[src/rtl/lsu_dmem_port_if.sv]
// Word-wide req/ack data-memory port between the load/store unit and the data RAM.
interface lsu_dmem_port_if;
  logic        dm_req;
  logic        dm_we;
  logic [31:0] dm_addr;
  logic [3:0]  dm_be;
  logic [31:0] dm_wdata;
  logic        dm_ack;
  logic [31:0] dm_rdata;

  modport master (
    output dm_req, dm_we, dm_addr, dm_be, dm_wdata,
    input  dm_ack, dm_rdata
  );

  modport slave (
    input  dm_req, dm_we, dm_addr, dm_be, dm_wdata,
    output dm_ack, dm_rdata
  );
endinterface

[src/rtl/lsu_dmem_port.sv]
// RV32I load/store unit: formats MEM-stage accesses into byte-enabled word requests,
// stalls until ack or timeout, and returns extended load data.
module lsu_dmem_port #(
  parameter int unsigned TIMEOUT = 255
) (
  input  logic                  clk,
  input  logic                  rst,
  input  logic                  mem_read_m,
  input  logic                  mem_write_m,
  input  logic [2:0]            funct3_m,
  input  logic [31:0]           addr_m,
  input  logic [31:0]           wdata_m,
  output logic                  stall_m,
  output logic [31:0]           rdata_m,
  output logic                  misalign_m,
  output logic                  fault_m,
  lsu_dmem_port_if.master       dm
);

  typedef enum logic [1:0] {IDLE = 2'd0, BUSY = 2'd1, DONE = 2'd2} state_t;

  localparam logic [7:0] CNT_LAST = 8'(TIMEOUT - 1);

  state_t      state_r, state_nx_s;
  logic        req_r, we_r, timeout_r;
  logic [31:0] addr_r, wdata_r, rdata_r;
  logic [3:0]  be_r;
  logic [2:0]  f3_r;
  logic [1:0]  off_r;
  logic [7:0]  cnt_r;
  logic        access_s, illegal_s, misalign_s;
  logic        issue_s, ack_s, expire_s;
  logic [3:0]  be_s;
  logic [31:0] wdata_s;

  function automatic logic [31:0] load_format(input logic [31:0] word,
                                              input logic [2:0]  f3,
                                              input logic [1:0]  off);
    logic [31:0] shifted;
    logic [15:0] half;
    logic [31:0] res;
    shifted = word >> {off, 3'b000};
    half    = off[1] ? word[31:16] : word[15:0];
    case (f3)
      3'b000:  res = {{24{shifted[7]}}, shifted[7:0]};
      3'b001:  res = {{16{half[15]}}, half};
      3'b100:  res = {24'd0, shifted[7:0]};
      3'b101:  res = {16'd0, half};
      default: res = word;
    endcase
    return res;
  endfunction

  assign access_s = mem_read_m | mem_write_m;

  // Access classification and lane placement of store data.
  always_comb begin
    illegal_s   = 1'b0;
    misalign_s  = 1'b0;
    be_s        = 4'b0000;
    wdata_s     = wdata_m;
    if (mem_read_m && mem_write_m) begin
      illegal_s = 1'b1;
    end else if (mem_read_m) begin
      case (funct3_m)
        3'b000, 3'b001, 3'b010, 3'b100, 3'b101: illegal_s = 1'b0;
        default:                                illegal_s = 1'b1;
      endcase
    end else if (mem_write_m) begin
      case (funct3_m)
        3'b000, 3'b001, 3'b010: illegal_s = 1'b0;
        default:                illegal_s = 1'b1;
      endcase
    end else begin
      illegal_s = 1'b0;
    end
    case (funct3_m[1:0])
      2'b00: begin
        be_s    = 4'b0001 << addr_m[1:0];
        wdata_s = {4{wdata_m[7:0]}};
      end
      2'b01: begin
        misalign_s = addr_m[0];
        be_s       = 4'b0011 << {addr_m[1], 1'b0};
        wdata_s    = {2{wdata_m[15:0]}};
      end
      default: begin
        misalign_s = (addr_m[1:0] != 2'b00);
        be_s       = 4'b1111;
        wdata_s    = wdata_m;
      end
    endcase
  end

  // Next state and combinational pipeline controls.
  always_comb begin
    state_nx_s = state_r;
    stall_m    = 1'b0;
    misalign_m = 1'b0;
    fault_m    = 1'b0;
    issue_s    = 1'b0;
    ack_s      = 1'b0;
    expire_s   = 1'b0;
    if (!rst) begin
      state_nx_s = IDLE;
    end else begin
      case (state_r)
        IDLE: begin
          if (!access_s) begin
            state_nx_s = IDLE;
          end else if (illegal_s) begin
            fault_m = 1'b1;
          end else if (misalign_s) begin
            misalign_m = 1'b1;
          end else begin
            stall_m    = 1'b1;
            issue_s    = 1'b1;
            state_nx_s = BUSY;
          end
        end
        BUSY: begin
          stall_m = 1'b1;
          if (dm.dm_ack) begin
            ack_s      = 1'b1;
            state_nx_s = DONE;
          end else if (cnt_r == CNT_LAST) begin
            expire_s   = 1'b1;
            state_nx_s = DONE;
          end else begin
            state_nx_s = BUSY;
          end
        end
        DONE: begin
          fault_m    = timeout_r;
          state_nx_s = IDLE;
        end
        default: state_nx_s = IDLE;
      endcase
    end
  end

  // State register.
  always_ff @(posedge clk) begin
    if (!rst) begin
      state_r <= IDLE;
    end else begin
      state_r <= state_nx_s;
    end
  end

  // Request latch, wait counter, timeout flag and load result.
  always_ff @(posedge clk) begin
    if (!rst) begin
      req_r     <= 1'b0;
      we_r      <= 1'b0;
      addr_r    <= 32'd0;
      be_r      <= 4'b0000;
      wdata_r   <= 32'd0;
      rdata_r   <= 32'd0;
      f3_r      <= 3'b000;
      off_r     <= 2'b00;
      cnt_r     <= 8'd0;
      timeout_r <= 1'b0;
    end else if (issue_s) begin
      req_r   <= 1'b1;
      we_r    <= mem_write_m;
      addr_r  <= {addr_m[31:2], 2'b00};
      be_r    <= be_s;
      wdata_r <= wdata_s;
      f3_r    <= funct3_m;
      off_r   <= addr_m[1:0];
      cnt_r   <= 8'd0;
    end else if (ack_s) begin
      req_r <= 1'b0;
      if (!we_r) begin
        rdata_r <= load_format(dm.dm_rdata, f3_r, off_r);
      end
    end else if (expire_s) begin
      req_r     <= 1'b0;
      timeout_r <= 1'b1;
      rdata_r   <= 32'd0;
    end else if (state_r == BUSY) begin
      cnt_r <= cnt_r + 8'd1;
    end else if (state_r == DONE) begin
      timeout_r <= 1'b0;
    end
  end

  assign dm.dm_req   = req_r;
  assign dm.dm_we    = we_r;
  assign dm.dm_addr  = addr_r;
  assign dm.dm_be    = be_r;
  assign dm.dm_wdata = wdata_r;
  assign rdata_m     = rdata_r;

endmodule

[src/flat_wrapper.sv]
// flat-port wrapper written by rule: the top's interface ports become plain ports
module lsu_dmem_port_flat 
#(
  parameter int unsigned TIMEOUT = 255
)
  (clk, rst, mem_read_m, mem_write_m, funct3_m, addr_m, wdata_m, stall_m, rdata_m, misalign_m, fault_m, dm_dm_req, dm_dm_we, dm_dm_addr, dm_dm_be, dm_dm_wdata, dm_dm_ack, dm_dm_rdata);
  lsu_dmem_port_if dm_i ();
  input  logic clk;
  input  logic rst;
  input  logic mem_read_m;
  input  logic mem_write_m;
  input  logic [2:0] funct3_m;
  input  logic [31:0] addr_m;
  input  logic [31:0] wdata_m;
  output logic stall_m;
  output logic [31:0] rdata_m;
  output logic misalign_m;
  output logic fault_m;
  output wire logic [$bits(dm_i.dm_req)-1:0] dm_dm_req;
  output wire logic [$bits(dm_i.dm_we)-1:0] dm_dm_we;
  output wire logic [$bits(dm_i.dm_addr)-1:0] dm_dm_addr;
  output wire logic [$bits(dm_i.dm_be)-1:0] dm_dm_be;
  output wire logic [$bits(dm_i.dm_wdata)-1:0] dm_dm_wdata;
  input wire logic [$bits(dm_i.dm_ack)-1:0] dm_dm_ack;
  input wire logic [$bits(dm_i.dm_rdata)-1:0] dm_dm_rdata;
  assign dm_dm_req = dm_i.dm_req;
  assign dm_dm_we = dm_i.dm_we;
  assign dm_dm_addr = dm_i.dm_addr;
  assign dm_dm_be = dm_i.dm_be;
  assign dm_dm_wdata = dm_i.dm_wdata;
  assign dm_i.dm_ack = dm_dm_ack;
  assign dm_i.dm_rdata = dm_dm_rdata;
  lsu_dmem_port #(.TIMEOUT(TIMEOUT)) u_core (.clk(clk), .rst(rst), .mem_read_m(mem_read_m), .mem_write_m(mem_write_m), .funct3_m(funct3_m), .addr_m(addr_m), .wdata_m(wdata_m), .stall_m(stall_m), .rdata_m(rdata_m), .misalign_m(misalign_m), .fault_m(fault_m), .dm(dm_i));
endmodule
[config.mk]
export PLATFORM = sky130hd
export DESIGN_NAME = lsu_dmem_port_flat
export DESIGN_NICKNAME = d
export VERILOG_FILES = /design/src/rtl/lsu_dmem_port_if.sv /design/src/rtl/lsu_dmem_port.sv /design/src/flat_wrapper.sv
export SDC_FILE = /design/constraint.sdc
export NUM_CORES = 1
export LEC_CHECK = 0
export ABC_CLOCK_PERIOD_IN_PS = 3270
export CAP_MARGIN = 20
export CORE_MARGIN = 4
export CORE_UTILIZATION = 43
export CTS_BUF_LIST = sky130_fd_sc_hd__clkbuf_16
export CTS_CLUSTER_DIAMETER = 150
export CTS_CLUSTER_SIZE = 30
export DETAILED_ROUTE_END_ITERATION = 10
export PLACE_DENSITY = 0.78
export SYNTH_ARGS = -nofsm -noshare
export SYNTH_HDL_FRONTEND = slang
export SYNTH_SLANG_ARGS = --single-unit
[constraint.sdc]
create_clock -name clk -period 3.27 [get_ports clk]
set_clock_uncertainty 0.05 [all_clocks]
set_input_delay 0.654 -clock clk [delete_from_list [all_inputs] [get_ports clk]]
set_output_delay 0.654 -clock clk [all_outputs]
set_load 0.005 [all_outputs]
; Yosys cells after proc, flatten, opt, wreduce, memory -nomap -nowiden
; Cells that the tools add are included.
[word_totals]
output_inout_bits = 105
elab_cells = 99
reg_bits = 116
[op_classes]
n_reduce_logical = 16
n_mux = 48
n_eq_ne = 15
bitwise = 5
shift = 3
n_addsub = 1
[op_table]
columns = op, n
row1 = $pmux W32 S4, 1
row2 = $mux W32, 3
row3 = $pmux W32 S2, 1
row4 = $mux W1, 32
row5 = $shr A32 B5 Y8, 1
row6 = $mux W16, 1
row7 = $eq A3 B3 Y1 const B, 4
row8 = $mux W2, 5
row9 = $add A8 B1 Y8 const B, 1
row10 = $eq A8 B8 Y1 const B, 1
row11 = $pmux W4 S2, 1
row12 = $eq A3 B1 Y1 const B, 2
row13 = $logic_not A3 Y1, 2
row14 = $ne A3 B3 Y1 const B, 2
row15 = $pmux W1 S2, 3
row16 = $reduce_and A3 Y1, 2
row17 = $reduce_bool A2 Y1, 3
row18 = $reduce_or A5 Y1, 1
row19 = $eq A2 B1 Y1 const B, 2
row20 = $logic_not A2 Y1, 2
row21 = $not A1 Y1, 4
row22 = $pmux W2 S2, 1
row23 = $reduce_and A4 Y1, 1
row24 = $shl A1 B2 Y4 const A, 1
row25 = 11 further kinds, 11

; Longest topological paths before layout
; Gate-level depths: netlist of the first run.
[logic_depth]
word_depth = 12
mapped_depth = 7
depth_no_buf = 6

; Least setup slack after synthesis of the first run
; No wires, ideal clock.
[synth_path]
path_type = input to output
start = input funct3_m[0]
end = output stall_m
n_path_buf = 3
stages = 7
path_slack_ns = 0.393
arrival_ns = 2.173
required_ns = 2.566
cell_sequence = clkbuf_1 -> o21a_1 -> a2111o_1 -> or4_1 -> buf_2 -> buf_2 -> nand2_1
[synth_between]
elab_chain_cells = 10
elab_cells_between_ends = 20
[synth_lines]
columns = item, line
row1 = start: declaration, flat_wrapper.sv:12  ; input logic [2:0] funct3_m;
row2 = "$eq A3 B1 Y1, or another cell as far along", "lsu_dmem_port.sv:65, lsu_dmem_port.sv:70"
row3 = $reduce_or A3 Y1, lsu_dmem_port.sv:70  ; case (funct3_m)
row4 = $mux W1, lsu_dmem_port.sv:70
row5 = $mux W1, lsu_dmem_port.sv:69  ; end else if (mem_write_m) begin
row6 = $mux W1, lsu_dmem_port.sv:64  ; end else if (mem_read_m) begin
row7 = $mux W1, lsu_dmem_port.sv:62  ; if (mem_read_m && mem_write_m) begin
row8 = $mux W1 *, lsu_dmem_port.sv:111  ; end else if (illegal_s) begin
row9 = $mux W1 *, lsu_dmem_port.sv:109  ; if (!access_s) begin
row10 = $pmux W1 S2 *, lsu_dmem_port.sv:107  ; case (state_r)
row11 = $mux W1 *, lsu_dmem_port.sv:104  ; if (!rst) begin
row12 = end: declaration, flat_wrapper.sv:15  ; output logic stall_m;
; Mark *: on every way between the ends. The rest lies on a longest branch, timed or not.

; Final worst setup path of the first run
[layout_path]
start = input funct3_m[0]
end = output misalign_m
[layout_between]
elab_chain_cells = 10
elab_cells_between_ends = 20
[layout_lines]
columns = item, line
row1 = "$eq A3 B1 Y1, or another cell as far along", "lsu_dmem_port.sv:65, lsu_dmem_port.sv:70"
row2 = $reduce_or A3 Y1, lsu_dmem_port.sv:70
row3 = $mux W1, lsu_dmem_port.sv:70
row4 = $mux W1, lsu_dmem_port.sv:69
row5 = $mux W1, lsu_dmem_port.sv:64
row6 = $mux W1, lsu_dmem_port.sv:62
row7 = $mux W1 *, lsu_dmem_port.sv:111
row8 = $mux W1 *, lsu_dmem_port.sv:109
row9 = $mux W1 *, lsu_dmem_port.sv:107
row10 = $mux W1 *, lsu_dmem_port.sv:104
row11 = end: declaration, flat_wrapper.sv:17  ; output logic misalign_m;
; Marked as above.

==> impl_metrics.ini, run 1 <==
[sta]
fmax_mhz = 315
slew_viol_final = 0
worst_pin_slew_ns = 1.12
rsz0062_at_grt = false
setup-violations-final = 0
fin_crit_ns = 3.18
final.period_utilization_pct = 97.2
relSlewSlack_pct = 25.3
hold_violations = 0
finalSetupTns_ns = 0
setup_ws_ns = 0.0908

[drt]
wl_per_cell_um = 18.7
via_per_inst = 5.57
wl_met1_um = 6400
drt-pass1-iter-count = 5
drc_errors = 0
routed.top_layer = met4
drt_iter0_drc = 384
dr_wl_met2_um = 7850
postRouteAntennaNets = 0
met3_length_um = 1610
vias = 4764
drt_wl_total_um = 16000

[final_layout]
drive_gt1_share_pct = 8.52
num_antenna_cells = 0
syn2layout_area_growth_pct = 58.4
nets = 813

[synthesis]
synthFlopType = dfxtp_1
yosysWarningCount = 0
synth_area_leaders = dfxtp_1 47%, a22o_1 12%, mux2i_1 6.5%
ys_async_sr_fraction_pct = 0
synthCells = 496
syn_area_per_cell_um2 = 9.86
synth-edff-count = 0
yosysTopAreaCellShare_pct = 47.5
yosysSeqAreaShare_pct = 47.5
netlist_area_um2 = 4890
synth_seq_cells = 116
yosysTopAreaCell = dfxtp_1
ys_types = 51

[clocking]
cts_buffer_depth = 2
clkSlewWorstSetupHoldPaths_ns = 0.05
cts_inserted_buffers = 17
clkSinkCount = 116
cts_hold_buf = 0
cts_root_buffer = clkbuf_16
post_cts_buffers = 0
htree_levels = 4
cts_tree = built
clock_insertion_delay_worst_skew_ns = 0.40

[placed_design]
io_buffers = 206
place.gp.congestion = 0.841
dp_hpwl_um = 11700
dp_slack_ns = -0.205

[critical_path]
endpoint_kind = output port
crit_required_ns = 2.57
r2r_slack_ns = 1.03
reg2reg_depth = 5
worst-endpoint-arrival_ns = 2.48
crit-reg2reg-capture = u_core.dm.dm_wdata[4]$_SDFFE_PN0P_
r2r_start = u_core.state_r[1]$_SDFFE_PN0P_
crit_end = misalign_m
critPathLaunch = funct3_m[0]
crit_type = primary input to output port
crit_fanout = 2
start_kind = primary input

[die]
dieHeight_um = 115
core_area_um2 = 11000
die_x_um = 115
die_area_um2 = 13100
ios = 209
start_util_pct = 44.5
rows = 38

[global_routing]
track_usage_pct = 24.1
grt_max_degree = 49
antenna_found_initial = 0
grt-ovfl-total = 0
grt_pass1_wl_um = 25200
grt_pass1_vias = 4841

[worst_hold_path]
hold_class = register to register

[power_and_ir_drop]
pwr-share-comb_pct = 13.3
clockPowerShare_pct = 45.8
power.density_nw_per_um2 = 473
vdd_drop_max_v = 0.000457
switching_share_pct = 22.8
p_leak_nw = 2.89
power.share.sequential_pct = 40.8
power.switching_uw = 836
p_int_mw = 2.83

[outcome]
status = finished, final reports clean

[flow_run]
maxCapViolCount = 0
logic make-up (layout without fill, tap and decap cells):
group / count (synthesis) / in the layout / share of synthesized area [%]
DFF: 116 / 116 / 47.5
xor gates and xnor gates: 4 / 4 / 0.716
buffers and inverters: 52 / 271 / 4.43
AOI/OAI and AO/OA: 175 / 175 / 28.1
muxes: 34 / 34 / 7.01
and+or+nand+nor: 112 / 112 / 11.7
adders and majority gates: 2 / 2 / 0.512
other: 1 / 2 / 0.0767
power by group through the flow:
stage / logic (mW) / clock network [mW] / registers (mW)
after floorplan: 0.186 / 0 / 1.52
after global routing: 0.527 / 1.76 / 1.50
after detailed placement: 0.484 / 0 / 1.52
final: 0.489 / 1.68 / 1.50
after global placement: 0.476 / 0 / 1.52
after CTS: 0.491 / 1.70 / 1.50
flip-flops by register name (all words and copies together), names as in the netlist:
register            cells
u_core.state_r          2
u_core.dm.dm_be         4
u_core.off_r            2
u_core.dm.dm_wdata     32
u_core.rdata_m         32
u_core.dm.dm_req        1
u_core.cnt_r            8
u_core.timeout_r        1
u_core.dm.dm_addr      30
u_core.f3_r             3
u_core.dm.dm_we         1
cells in the final DEF (no fill, tap or decap), drive strengths merged, types with 2 or more instances in the layout:
| cell type | n |
|---|---|
| clkdlybuf4s50 | 202 |
| mux2 | 2 |
| inv | 13 |
| nor3 | 3 |
| o21ai | 20 |
| a2111oi | 3 |
| nand2b | 27 |
| a311oi | 6 |
| o2bb2ai | 19 |
| clkinv | 7 |
| bufinv | 2 |
| o22ai | 8 |
| dlygate4sd2 | 3 |
| o21bai | 2 |
| xnor2 | 4 |
| nand2 | 35 |
| a22o | 68 |
| or4 | 2 |
| buf | 26 |
| clkbuf | 17 |
| and3 | 4 |
| mux2i | 32 |
| a32o | 6 |
| conb | 2 |
| nor2b | 4 |
| nand4 | 4 |
| and4 | 2 |
| a21oi | 19 |
| dfxtp | 116 |
| a211oi | 3 |
| nand3 | 7 |
| a31o | 2 |
| ha | 2 |
| o211ai | 9 |
| nor2 | 19 |
through the flow:
step	hold slack, ns	area, um^2	util (%)	cells	power [mW]
2_1_floorplan	0.400	4890	-	497	1.70
3_3_place_gp	0.385	7200	65.6	828	2.00
3_5_place_dp	0.397	7200	65.6	828	2.01
4_1_cts	0.409	7740	70.5	856	3.69
5_1_grt	0.432	7750	70.5	856	3.79
6_report	0.405	7750	70.5	856	3.67
timing repair:
item                       CTS  global route
setup endpoints to repair    2             1
pin swaps                    1             0
resized for setup            8             1
worst min-delay path by stage:
stage | from | end | slack (ns) | depth (start not counted)
6_report | u_core.rdata_m[15]$_SDFFE_PN0P_ | u_core.rdata_m[15]$_SDFFE_PN0P_ | 0.41 | 1
2_1_floorplan | u_core.timeout_r$_SDFFE_PN0P_ | u_core.timeout_r$_SDFFE_PN0P_ | 0.40 | 2
4_1_cts | u_core.rdata_m[15]$_SDFFE_PN0P_ | u_core.rdata_m[15]$_SDFFE_PN0P_ | 0.41 | 1
3_3_place_gp | u_core.rdata_m[15]$_SDFFE_PN0P_ | u_core.rdata_m[15]$_SDFFE_PN0P_ | 0.38 | 1
5_1_grt | u_core.dm.dm_wdata[9]$_SDFFE_PN0P_ | u_core.dm.dm_wdata[9]$_SDFFE_PN0P_ | 0.43 | 1
3_5_place_dp | u_core.rdata_m[15]$_SDFFE_PN0P_ | u_core.rdata_m[15]$_SDFFE_PN0P_ | 0.40 | 1
Yosys cell counts (all sizes together) (9+ instances only):
cell	number
o2bb2ai	19
inv	11
a21oi	19
clkbuf	26
o21ai	20
nand2b	27
dfxtp	116
nand2	35
o211ai	9
a22o	68
mux2i	32
nor2	19
buf	15
layer usage:
layer	vias to the layer above	global-route usage [%]
li1	2276	-
met5	-	0
met2	199	40.3
met1	2277	27.5
met4	0	6.65
met3	12	11.2
critical path, stage by stage:
cell and delay, ns:
clkdlybuf4s50_1 0.43, o21a_1 0.22, buf_4 0.14, a2111oi_4 0.28, and4_1 0.24, clkdlybuf4s50_1 0.50
layout make-up:
cell class	count	area, um^2
Sequential cell	116	2320
Timing Repair Buffer	232	2280
Tap cell	140	175
Inverter	11	41.3
Fill cell	852	3240
Clock buffer	17	425
Clock inverter	11	98.8
Multi-Input combinational cell	329	2400
Note: power is estimated with default switching activity, not from simulation.
==> run 2: changes to the inputs <==
Settings changed: CORE_MARGIN 4 to default.
==> run 2 against run 1 <==
Net effect:
- die area decreased by 10%
- sequential share of layout area about the same
- largest power group unchanged
- critical path type unchanged
- flip-flop and latch count unchanged
==> impl_metrics.ini, run 2 (synthesis gave the netlist of run 1 again) <==
[critical_path]
endpoint_kind = output port
cp_cell_sequence = dlygate4sd2_1 -> xnor2_1 -> a2111o_1 -> or4_4 -> nand2_1 -> clkdlybuf4s50_1
cp_top_family = buffers and inverters
cpPeakStageDelay_ns = 0.49
crit_slowest_cell = clkdlybuf4s50_1
worst-endpoint-arrival_ns = 2.51
crit_required_ns = 2.57
crit_type = primary input to output port
crit_fanout = 3
start_kind = primary input
cp.buffers_inverters = 2

[drt]
via_per_inst = 5.53
drt-pass1-iter-count = 4
postRouteAntennaNets = 0
drt_iter0_drc = 271
drc_errors = 0
vias = 4765
wl_per_cell_um = 17.7
drt_wl_total_um = 15200

[clocking]
clock_insertion_delay_worst_skew_ns = 0.41
clkSinkCount = 116
cts_buffer_depth = 2
cts_inserted_buffers = 17
cts_tree = built
htree_levels = 4
cts_hold_buf = 0
cts_root_buffer = clkbuf_16
clkSlewWorstSetupHoldPaths_ns = 0.05

[global_routing]
grt_pass1_vias = 4719
grt_max_degree = 52
antenna_found_initial = 0
grt-ovfl-total = 0
track_usage_pct = 26.2
grt_pass1_wl_um = 23500

[final_layout]
fin_cells = 861
syn2layout_area_growth_pct = 58.3
mostFrequentLayoutCells = 201 x clkdlybuf4s50_1, 116 x dfxtp_1, 68 x a22o_1
nets = 816
fin_util_pct = 70.5
final_common_cell = clkdlybuf4s50_1
num_antenna_cells = 0
drive_gt1_share_pct = 8.60

[die]
core_area_um2 = 11000
die_area_um2 = 11800
rows = 38
die_x_um = 109
start_util_pct = 44.5
ios = 209
dieHeight_um = 109

[placed_design]
place_inst = 829
place.gp.congestion = 0.848
dp_slack_ns = -0.167
io_buffers = 206
dp_hpwl_um = 10900

[sta]
setup-violations-final = 0
fin_crit_ns = 3.21
rsz0062_at_grt = false
relSlewSlack_pct = 42.8
setup_ws_ns = 0.0584
hold_violations = 0
fmax_mhz = 311
worst_pin_slew_ns = 0.856
finalSetupTns_ns = 0
final.period_utilization_pct = 98.2
slew_viol_final = 0

[flow_run]
maxCapViolCount = 0

[power_and_ir_drop]
vdd_drop_max_v = 0.000389
power.density_nw_per_um2 = 463
totalPowerFinal_mw = 3.59
p_leak_nw = 2.89

[worst_hold_path]
hold_class = register to register

[outcome]
status = finished, final reports clean
==> run 2: what timing repair did <==
item,in CTS,in global routing
pin swaps,2,1
setup buffers,1,0
resized for setup,7,1
setup endpoints to repair,1,1
endpoints found under the hold margin,0,0
==> run 2: power by group <==
part | leakage [nW] | internal, mW | switching [mW]
clock | 0.267 | 1.00 | 0.600
sequential | 0.939 | 1.46 | 0.0359
combinational | 1.68 | 0.288 | 0.198
total | 2.89 | 2.75 | 0.834
==> run 2: worst paths after layout <==
check                                          to  slack [ns]                       startpoint  cells past startpoint
hold / removal    u_core.rdata_m[15]$_SDFFE_PN0P_        0.40  u_core.rdata_m[15]$_SDFFE_PN0P_                      1
hold reg to reg   u_core.rdata_m[15]$_SDFFE_PN0P_        0.40  u_core.rdata_m[15]$_SDFFE_PN0P_                      1
setup / recovery                          stall_m        0.06                       mem_read_m                      6
setup reg to reg  u_core.rdata_m[14]$_SDFFE_PN0P_        1.12     u_core.off_r[1]$_SDFFE_PN0P_                      4
==> run 2: per-layer routing <==
layer / GRT usage, % / part of all wire [%]
met4: 11.2 / 2.4
met3: 10.9 / 8.6
met5: 0 / 0
met2: 42.7 / 48
met1: 30.0 / 41
==> run 2: stage by stage <==
| stage | instance area (um^2) | hold WS, ns |
|---|---|---|
| 6_report | 7740 | 0.400 |
| 5_1_grt | 7740 | 0.427 |
| 4_1_cts | 7730 | 0.406 |
| 3_5_place_dp | 7210 | 0.394 |
| 3_3_place_gp | 7210 | 0.386 |
| 2_1_floorplan | 4890 | 0.400 |
==> run 2: final cells by class <==
cell class                      count  area [um^2]
Fill cell                         854         3240
Multi-Input combinational cell    329         2390
Sequential cell                   116         2320
Timing Repair Buffer              235         2310
Clock buffer                       17          425
Tap cell                          140          175
Clock inverter                     13         80.1
Inverter                           11         41.3
